## src/rtl/uart_rx_deserialiser.sv

```systemverilog
// UART receiver: 2-flop synchronised rx line, mid-bit sampling, LSB-first deserialisation.
// Define UART_RX_PARITY_EN to add an even-parity bit after the data and the parity_err strobe.
module uart_rx_deserialiser #(
  parameter int CLKS_PER_BIT = 5208,
  parameter int DATA_BITS    = 8
) (
  input  logic                 clk,
  input  logic                 reset,
  input  logic                 rx_in,
  output logic [DATA_BITS-1:0] rx_data,
  output logic                 rx_valid,
  output logic                 frame_err,
  output logic                 rx_busy
`ifdef UART_RX_PARITY_EN
  ,
  output logic                 parity_err
`endif
);

  localparam int CNT_W = $clog2(CLKS_PER_BIT);
  localparam int IDX_W = $clog2(DATA_BITS);
  localparam int HALF  = CLKS_PER_BIT / 2;
  localparam logic [CNT_W-1:0] CNT_ZERO = {CNT_W{1'b0}};
  localparam logic [CNT_W-1:0] CNT_ONE  = CNT_W'(1);
  localparam logic [CNT_W-1:0] CNT_HALF = CNT_W'(HALF - 1);
  localparam logic [CNT_W-1:0] CNT_LAST = CNT_W'(CLKS_PER_BIT - 1);
  localparam logic [IDX_W-1:0] IDX_ZERO = {IDX_W{1'b0}};
  localparam logic [IDX_W-1:0] IDX_ONE  = IDX_W'(1);
  localparam logic [IDX_W-1:0] IDX_LAST = IDX_W'(DATA_BITS - 1);

  typedef enum logic [2:0] {
    IDLE      = 3'd0,
    START     = 3'd1,
    DATA      = 3'd2,
`ifdef UART_RX_PARITY_EN
    PARITY    = 3'd5,
`endif
    STOP      = 3'd3,
    WAIT_HIGH = 3'd4
  } state_t;

`ifdef UART_RX_PARITY_EN
  // Even parity holds when data bits plus parity bit contain an even number of ones.
  function automatic logic parity_mismatch(input logic [DATA_BITS-1:0] d, input logic p);
    return (^d) ^ p;
  endfunction
`endif

  logic                 meta_r;
  logic                 rx_s_r;
  state_t               state_r, state_nx_s;
  logic [CNT_W-1:0]     cnt_r, cnt_nx_s;
  logic [IDX_W-1:0]     idx_r, idx_nx_s;
  logic [DATA_BITS-1:0] shift_r, shift_nx_s;
  logic [DATA_BITS-1:0] data_r, data_nx_s;
  logic                 valid_r, valid_nx_s;
  logic                 ferr_r, ferr_nx_s;
  logic                 busy_r;
`ifdef UART_RX_PARITY_EN
  logic                 par_r, par_nx_s;
  logic                 perr_r, perr_nx_s;
`endif

  // Two-flop synchroniser; idle-high so reset leaves the line looking idle.
  always_ff @(posedge clk or posedge reset) begin
    if (reset) begin
      meta_r <= 1'b1;
      rx_s_r <= 1'b1;
    end else begin
      meta_r <= rx_in;
      rx_s_r <= meta_r;
    end
  end

  // State, counters, shift register and registered output strobes.
  always_ff @(posedge clk or posedge reset) begin
    if (reset) begin
      state_r <= IDLE;
      cnt_r   <= CNT_ZERO;
      idx_r   <= IDX_ZERO;
      shift_r <= {DATA_BITS{1'b0}};
      data_r  <= {DATA_BITS{1'b0}};
      valid_r <= 1'b0;
      ferr_r  <= 1'b0;
      busy_r  <= 1'b0;
`ifdef UART_RX_PARITY_EN
      par_r   <= 1'b0;
      perr_r  <= 1'b0;
`endif
    end else begin
      state_r <= state_nx_s;
      cnt_r   <= cnt_nx_s;
      idx_r   <= idx_nx_s;
      shift_r <= shift_nx_s;
      data_r  <= data_nx_s;
      valid_r <= valid_nx_s;
      ferr_r  <= ferr_nx_s;
      busy_r  <= (state_nx_s != IDLE);
`ifdef UART_RX_PARITY_EN
      par_r   <= par_nx_s;
      perr_r  <= perr_nx_s;
`endif
    end
  end

  // Next-state and datapath decode; strobes default low so each lasts one cycle.
  always_comb begin
    state_nx_s = state_r;
    cnt_nx_s   = cnt_r;
    idx_nx_s   = idx_r;
    shift_nx_s = shift_r;
    data_nx_s  = data_r;
    valid_nx_s = 1'b0;
    ferr_nx_s  = 1'b0;
`ifdef UART_RX_PARITY_EN
    par_nx_s   = par_r;
    perr_nx_s  = 1'b0;
`endif
    case (state_r)
      IDLE: begin
        cnt_nx_s = CNT_ZERO;
        if (!rx_s_r) begin
          state_nx_s = START;
        end else begin
          state_nx_s = IDLE;
        end
      end
      START: begin
        // A start bit that is high again at mid-bit was a glitch.
        if (cnt_r == CNT_HALF) begin
          cnt_nx_s = CNT_ZERO;
          idx_nx_s = IDX_ZERO;
          if (!rx_s_r) begin
            state_nx_s = DATA;
          end else begin
            state_nx_s = IDLE;
          end
        end else begin
          cnt_nx_s = cnt_r + CNT_ONE;
        end
      end
      DATA: begin
        if (cnt_r == CNT_LAST) begin
          cnt_nx_s   = CNT_ZERO;
          shift_nx_s = {rx_s_r, shift_r[DATA_BITS-1:1]};
          if (idx_r == IDX_LAST) begin
`ifdef UART_RX_PARITY_EN
            state_nx_s = PARITY;
`else
            state_nx_s = STOP;
`endif
          end else begin
            idx_nx_s = idx_r + IDX_ONE;
          end
        end else begin
          cnt_nx_s = cnt_r + CNT_ONE;
        end
      end
`ifdef UART_RX_PARITY_EN
      PARITY: begin
        if (cnt_r == CNT_LAST) begin
          cnt_nx_s   = CNT_ZERO;
          par_nx_s   = rx_s_r;
          state_nx_s = STOP;
        end else begin
          cnt_nx_s = cnt_r + CNT_ONE;
        end
      end
`endif
      STOP: begin
        if (cnt_r == CNT_LAST) begin
          cnt_nx_s = CNT_ZERO;
          if (rx_s_r) begin
            data_nx_s  = shift_r;
            valid_nx_s = 1'b1;
`ifdef UART_RX_PARITY_EN
            perr_nx_s  = parity_mismatch(shift_r, par_r);
`endif
            state_nx_s = IDLE;
          end else begin
            ferr_nx_s  = 1'b1;
            state_nx_s = WAIT_HIGH;
          end
        end else begin
          cnt_nx_s = cnt_r + CNT_ONE;
        end
      end
      WAIT_HIGH: begin
        // Hold through a break so it yields a single frame error.
        if (rx_s_r) begin
          state_nx_s = IDLE;
        end else begin
          state_nx_s = WAIT_HIGH;
        end
      end
      default: begin
        state_nx_s = IDLE;
        cnt_nx_s   = CNT_ZERO;
      end
    endcase
  end

  assign rx_data    = data_r;
  assign rx_valid   = valid_r;
  assign frame_err  = ferr_r;
  assign rx_busy    = busy_r;
`ifdef UART_RX_PARITY_EN
  assign parity_err = perr_r;
`endif

endmodule
```

## config.mk

```make
export PLATFORM = sky130hd
export DESIGN_NAME = uart_rx_deserialiser
export DESIGN_NICKNAME = d
export VERILOG_FILES = /design/src/rtl/uart_rx_deserialiser.sv
export SDC_FILE = /design/constraint.sdc
export NUM_CORES = 1
export LEC_CHECK = 0
export ABC_AREA = 1
export CAP_MARGIN = 20
export CORE_UTILIZATION = 50
export DETAILED_ROUTE_END_ITERATION = 10
export PLACE_DENSITY_LB_ADDON = 0.3
export SETUP_SLACK_MARGIN = 0.02
export SYNTH_ARGS = -nofsm -noshare
export SYNTH_HDL_FRONTEND = slang
export SYNTH_SLANG_ARGS = --single-unit
```

## constraint.sdc

```tcl
create_clock -name clk -period 2.51 [get_ports clk]
set_input_delay 0.6275 -clock clk [delete_from_list [all_inputs] [get_ports clk]]
set_output_delay 0.6275 -clock clk [all_outputs]
set_load 0.05 [all_outputs]
```

==> out/results.ini, run 1 <==
[outcome]
status=complete, no violations

[critical_path]
cp_slowest_cell=clkdlybuf4s50_1
cp_max_fo=2
worst-path-stages=1
critPathCaptureType=output pin
crit_arrival_ns=1.45
cp_top_family=buffers and inverters
path_class=reg -> out
worstReg2RegStart=cnt_r[0]
cp_slowest_stage_delay_ns=0.80
worst-path-buf-inv=1
worst_ep_required_time_ns=1.88
cp-start-kind=flip-flop
cp-startpoint=rx_data[4]
reg2reg_depth=8
path_cells=clkdlybuf4s50_1

[global_routing]
grt_pass1_wl_mm=6.09
gr-usage-all-layers_pct=19.1
grt_pass1_vias=1432
antenna_found_initial=0
grt-ovfl-total=0
grt_max_degree=41

[clock_tree]
insertion_delay_ns=0.30
cts_resized=0
cts_setup_buffers=0
cts_tree=yes
cts.reportedPaths.clkPinSlew_ns=0.08
clk_path_buf_depth=2
htreeDepth=2
cts_inserted_buffers=5
holdBufCountCts=0
cts.sinks=40
clock-root-buffer=clkbuf_8

[route]
wire_per_inst_um=10.7
drt_iter0_drc=63
drtPass1Iterations=4
via_per_inst=4.87
met3WireLength_um=158
drc=0
drt.antenna.violating_nets=0
top_layer_used=met4
vias=1559
drt_wl_total_mm=3.43
dr_wl_met2_mm=1.52
wirelength_met1_mm=1.71

[cells_and_area]
areaGrowthSynthToFinish_pct=13.7
fin_util_pct=61.4
regArea_um2=1000
nFillCells=323
num_antenna_cells=0
final_layout_size_suffix_gt1_share_pct=14.3
multi_input_area_um2=866
nNetsFinal=277

[synth]
synth_common_cells=67 x nand2_1, 38 x dfrtp_1, 37 x nor2_1, 31 x inv_1, 16 x nand3_1
ys_types=24
syn_avg_cell_area_um2=8.06
ys_ff_latch=40
synthFlopType=dfrtp_1
syn_area_um2=2040
synth_most_common_cell=nand2_1
synth_top_area_share_pct=46.7
synthCells=253
synth-edff-count=0
synth_top_area_cell=dfrtp_1
synth_nets=259
async_flop_share_pct=100
yosysWarnings=0
seq_area_frac_synth_pct=49.2
synth_area_leaders=dfrtp_1 47%, nand2_1 12%, nor2_1 6.8%

[floorplanning]
fp.dieArea_um2=4340
rows=22
die_h_um=65.8
die_x_um=65.8
start_util_pct=54.0
coreArea_um2=3770
pin_count=14

[timing]
min_period_over_period_pct=82.7
grt_setup_unrepaired=no
tightest_slew_ns=0.502
skew_ns=0.0136
max_freq_mhz=482
min_period_ns=2.08
setup_slack_ns=0.435
final_hold_viol_count=0
setup-tns-final_ns=0
slew_headroom_pct=66.4
finalSetupViolCount=0
maxSlewViolCount=0

[power]
p_leak_uw=0.00116
pwr-share-comb_pct=1.5
p_switching_uw=239
clkPwrFrac_pct=43.8
sequentialPowerShare_pct=54.7
power.internal_uw=945
p_sw_share_pct=20.2
ir_drop_uv=318
p_per_area_nw_per_um2=511

[place]
dp_hpwl_mm=2.50
pre_cts_ws_ns=0.756
portBuffers=13
place_congestion=0.870

[hold_path]
hold_start=meta_r
hold_depth=0
min_path_type=reg -> reg

[run]
drv_cap=0

power groups by stage:
stage	combinational, uW	clock, uW	sequential, uW
detailed placement	18.5	0	661
CTS	18.5	527	648
global placement	18.3	0	661
global route	21.3	563	648
finish	17.2	519	648
floorplan	10.7	0	660
cells in the final DEF (no fill, tap or decap):
cell,count
a21oi_1,1
a21oi_2,8
buf_4,1
bufinv_16,1
clkbuf_8,5
clkdlybuf4s50_1,13
clkinv_2,1
clkinvlp_4,1
dfrtp_1,38
dfstp_2,2
ha_1,3
inv_1,31
inv_2,6
nand2_1,67
nand2_2,2
nand3_1,16
nand3_2,1
nand3_4,1
nand4_1,5
nand4_2,1
nor2_1,37
nor2_2,5
nor2_4,2
nor3_1,2
nor3_2,2
o21ai_0,7
o21ai_1,9
xor2_1,4
worst register-to-register path: stages, from the launching register on:
cell and delay [ns]:
dfrtp_1 0.39, ha_1 0.27, nand2_1 0.08, nor2_1 0.14, nand3_1 0.17, nand2_1 0.13
nand2_2 0.10, nor2_4 0.21, nor2_1 0.08
worst paths after layout:
kind                       slack (ns)         end
max                              0.43  rx_data[4]
min                              0.36      rx_s_r
max reg2reg                      0.82    cnt_r[8]
min reg2reg                      0.36      rx_s_r
max in group asynchronous        1.42      meta_r
min in group asynchronous        0.74    cnt_r[7]
flip-flops by register name, indices dropped and copies added (netlist names):
register / flops
cnt_r: 13
frame_err: 1
idx_r: 3
meta_r: 1
rx_busy: 1
rx_data: 8
rx_s_r: 1
rx_valid: 1
shift_r: 8
state_r: 3
area by class of cell:
class	instances	area share (%)
Clock buffer	5	2.97
Clock inverter	3	1.84
Inverter	37	5.99
Multi-Input combinational cell	173	37.4
Sequential cell	40	43.3
Tap cell	48	2.59
Timing Repair Buffer	14	5.94
cells by family (layout without fill, tap and decap cells):
kind of cell / Yosys count / in the layout / synth area share, %
simple gates: 141 / 141 / 31.3
flops: 40 / 40 / 49.2
buf+inv: 40 / 59 / 8.29
compound gates: 25 / 25 / 7.61
xor+xnor: 4 / 4 / 1.72
fa+ha+maj: 3 / 3 / 1.84
metal layers:
metal	global-route usage, %	vias to the layer above
met5	0	-
li1	-	825
met2	28.4	33
met1	25.3	696
met3	6.72	5
met4	7.34	0
metrics by stage:
stage                     instance area, um^2  power, uW  hold slack (ns)  instances
final                                    2320       1180            0.360        320
after global routing                     2320       1230            0.367        320
after CTS                                2320       1190            0.363        320
after detailed placement                 2210        679            0.351        312
after global placement                   2210        679            0.346        312
after floorplan                          2040        671            0.345        253
No activity file was read; power rests on OpenSTA's default activity.
==> inputs of run 2 (changes only) <==
Clock period 2.51 ns to 1.89 ns, I/O delays scaled along.
==> run 2 against run 1 <==
Against the previous run: core utilization down 0.43 points; sequential power up 33%; clock skew down 0.0048 ns; wire length up 6.3%; count of clock-buffer cells in the layout up 1; hold slack worse by 0.0017 ns; global-route usage up 0.67 points; combinational power up 47%; first-iteration DRC count up 27%; die area unchanged; sequential share of layout area up 0.31 points; critical endpoint is now idx_r[2]; largest cell class unchanged; highest routed layer unchanged.
==> out/results.ini, run 2 (synthesis results as in run 1) <==
[cells_and_area]
regArea_um2=1000
num_antenna_cells=0
nFillCells=310
areaGrowthSynthToFinish_pct=12.9
layout_common_cells=67 x nand2_1, 38 x dfrtp_1, 37 x nor2_1
nNetsFinal=279
regMostFlops=cnt_r
multi_input_area_um2=866
largest_reg_flops=13
final_layout_size_suffix_gt1_share_pct=18.6
fin_util_pct=61.0
final_common_cell=nand2_1

[timing]
maxSlewViolCount=0
final_hold_viol_count=0
slew_headroom_pct=73.3
setup_slack_ns=0.229
max_freq_mhz=602
tightest_slew_ns=0.399
setup-tns-final_ns=0
min_period_ns=1.66
grt_setup_unrepaired=no
skew_ns=0.00881
finalSetupViolCount=0
min_period_over_period_pct=87.9

[clock_tree]
cts_tree=yes
cts_resized=0
clock-root-buffer=clkbuf_8
insertion_delay_ns=0.29
cts_setup_buffers=0
cts_inserted_buffers=5
cts.reportedPaths.clkPinSlew_ns=0.08
htreeDepth=2
cts.sinks=40
clk_path_buf_depth=2
holdBufCountCts=0

[floorplanning]
start_util_pct=54.0
die_h_um=65.8
fp.dieArea_um2=4340
die_x_um=65.8
coreArea_um2=3770
pin_count=14
rows=22

[critical_path]
critPathCaptureType=flip-flop
cp-start-kind=flip-flop
cp_max_fo=17
path_class=reg -> reg
worst_ep_required_time_ns=2.07
crit_arrival_ns=1.84

[power]
ir_drop_uv=479
p_leak_uw=0.00119
p_per_area_nw_per_um2=681

[place]
dp_hpwl_mm=2.82
place_congestion=0.884
portBuffers=13
pre_cts_ws_ns=0.241

[global_routing]
grt_pass1_wl_mm=6.47
antenna_found_initial=0
gr-usage-all-layers_pct=19.7
grt_pass1_vias=1504
grt-ovfl-total=0
grt_max_degree=24

[route]
drt_wl_total_mm=3.65
drc=0
via_per_inst=4.96
wire_per_inst_um=11.3
drt.antenna.violating_nets=0
drtPass1Iterations=4
vias=1598
drt_iter0_drc=80

[outcome]
status=complete, no violations

[hold_path]
min_path_type=reg -> reg

[run]
drv_cap=0

run 2: cell types whose count changed in the layout (fill, tap and decap cells not counted), sizes merged:
cell,before,now
buf,1,14
clkbuf,5,6
clkdlybuf4s50,13,2
clkinvlp,1,0
run 2: layout make-up:
type / instances / share of cell area, %
Sequential cell: 40 / 43.6
Clock buffer: 6 / 3.15
Timing Repair Buffer: 16 / 5.44
Clock inverter: 2 / 1.52
Inverter: 37 / 6.04
Multi-Input combinational cell: 173 / 37.6
Tap cell: 48 / 2.61
run 2: through the flow:
| step | power (uW) | cells | area (um^2) | hold WS [ns] |
|---|---|---|---|---|
| after floorplan | 891 | 253 | 2040 | 0.345 |
| after global placement | 904 | 314 | 2190 | 0.347 |
| after detailed placement | 905 | 314 | 2190 | 0.348 |
| after CTS | 1590 | 322 | 2300 | 0.359 |
| after global routing | 1630 | 322 | 2300 | 0.360 |
| final | 1570 | 322 | 2300 | 0.359 |
run 2: worst max-delay path, cell delays in order, from the launching register on:
cell	delay, ns
dfrtp_1	0.39
ha_1	0.27
nand4_1	0.13
nor2_2	0.15
nand3_4	0.22
nand2_2	0.17
nand2_1	0.10
nand2_1	0.08
nand2_1	0.05
run 2: report_power, final:
part | switching [uW] | total (uW) | internal [uW]
Clock | 288 | 679 | 392
Sequential | 2.00 | 861 | 859
Combinational | 18.1 | 25.2 | 7.16
run 2: worst paths after layout:
path / cells past startpoint / slack [ns] / to / start
min in group asynchronous: 3 / 0.51 / cnt_r[10] / reset
max in group asynchronous: 3 / 1.12 / rx_s_r / reset
worst min-delay path: 0 / 0.36 / rx_s_r / meta_r
worst max register to register: 8 / 0.23 / idx_r[2] / cnt_r[0]
worst min register to register: 0 / 0.36 / rx_s_r / meta_r
worst max-delay path: 8 / 0.23 / idx_r[2] / cnt_r[0]
run 2: routing by layer:
layer	up-vias	wire, um	track usage (%)	share of wire [%]
met5	-	0	0	0
met4	0	26	4.89	0.71
met3	4	142	4.66	3.9
met2	31	1680	31.5	46
met1	735	1800	27.0	49
li1	828	-	-	-
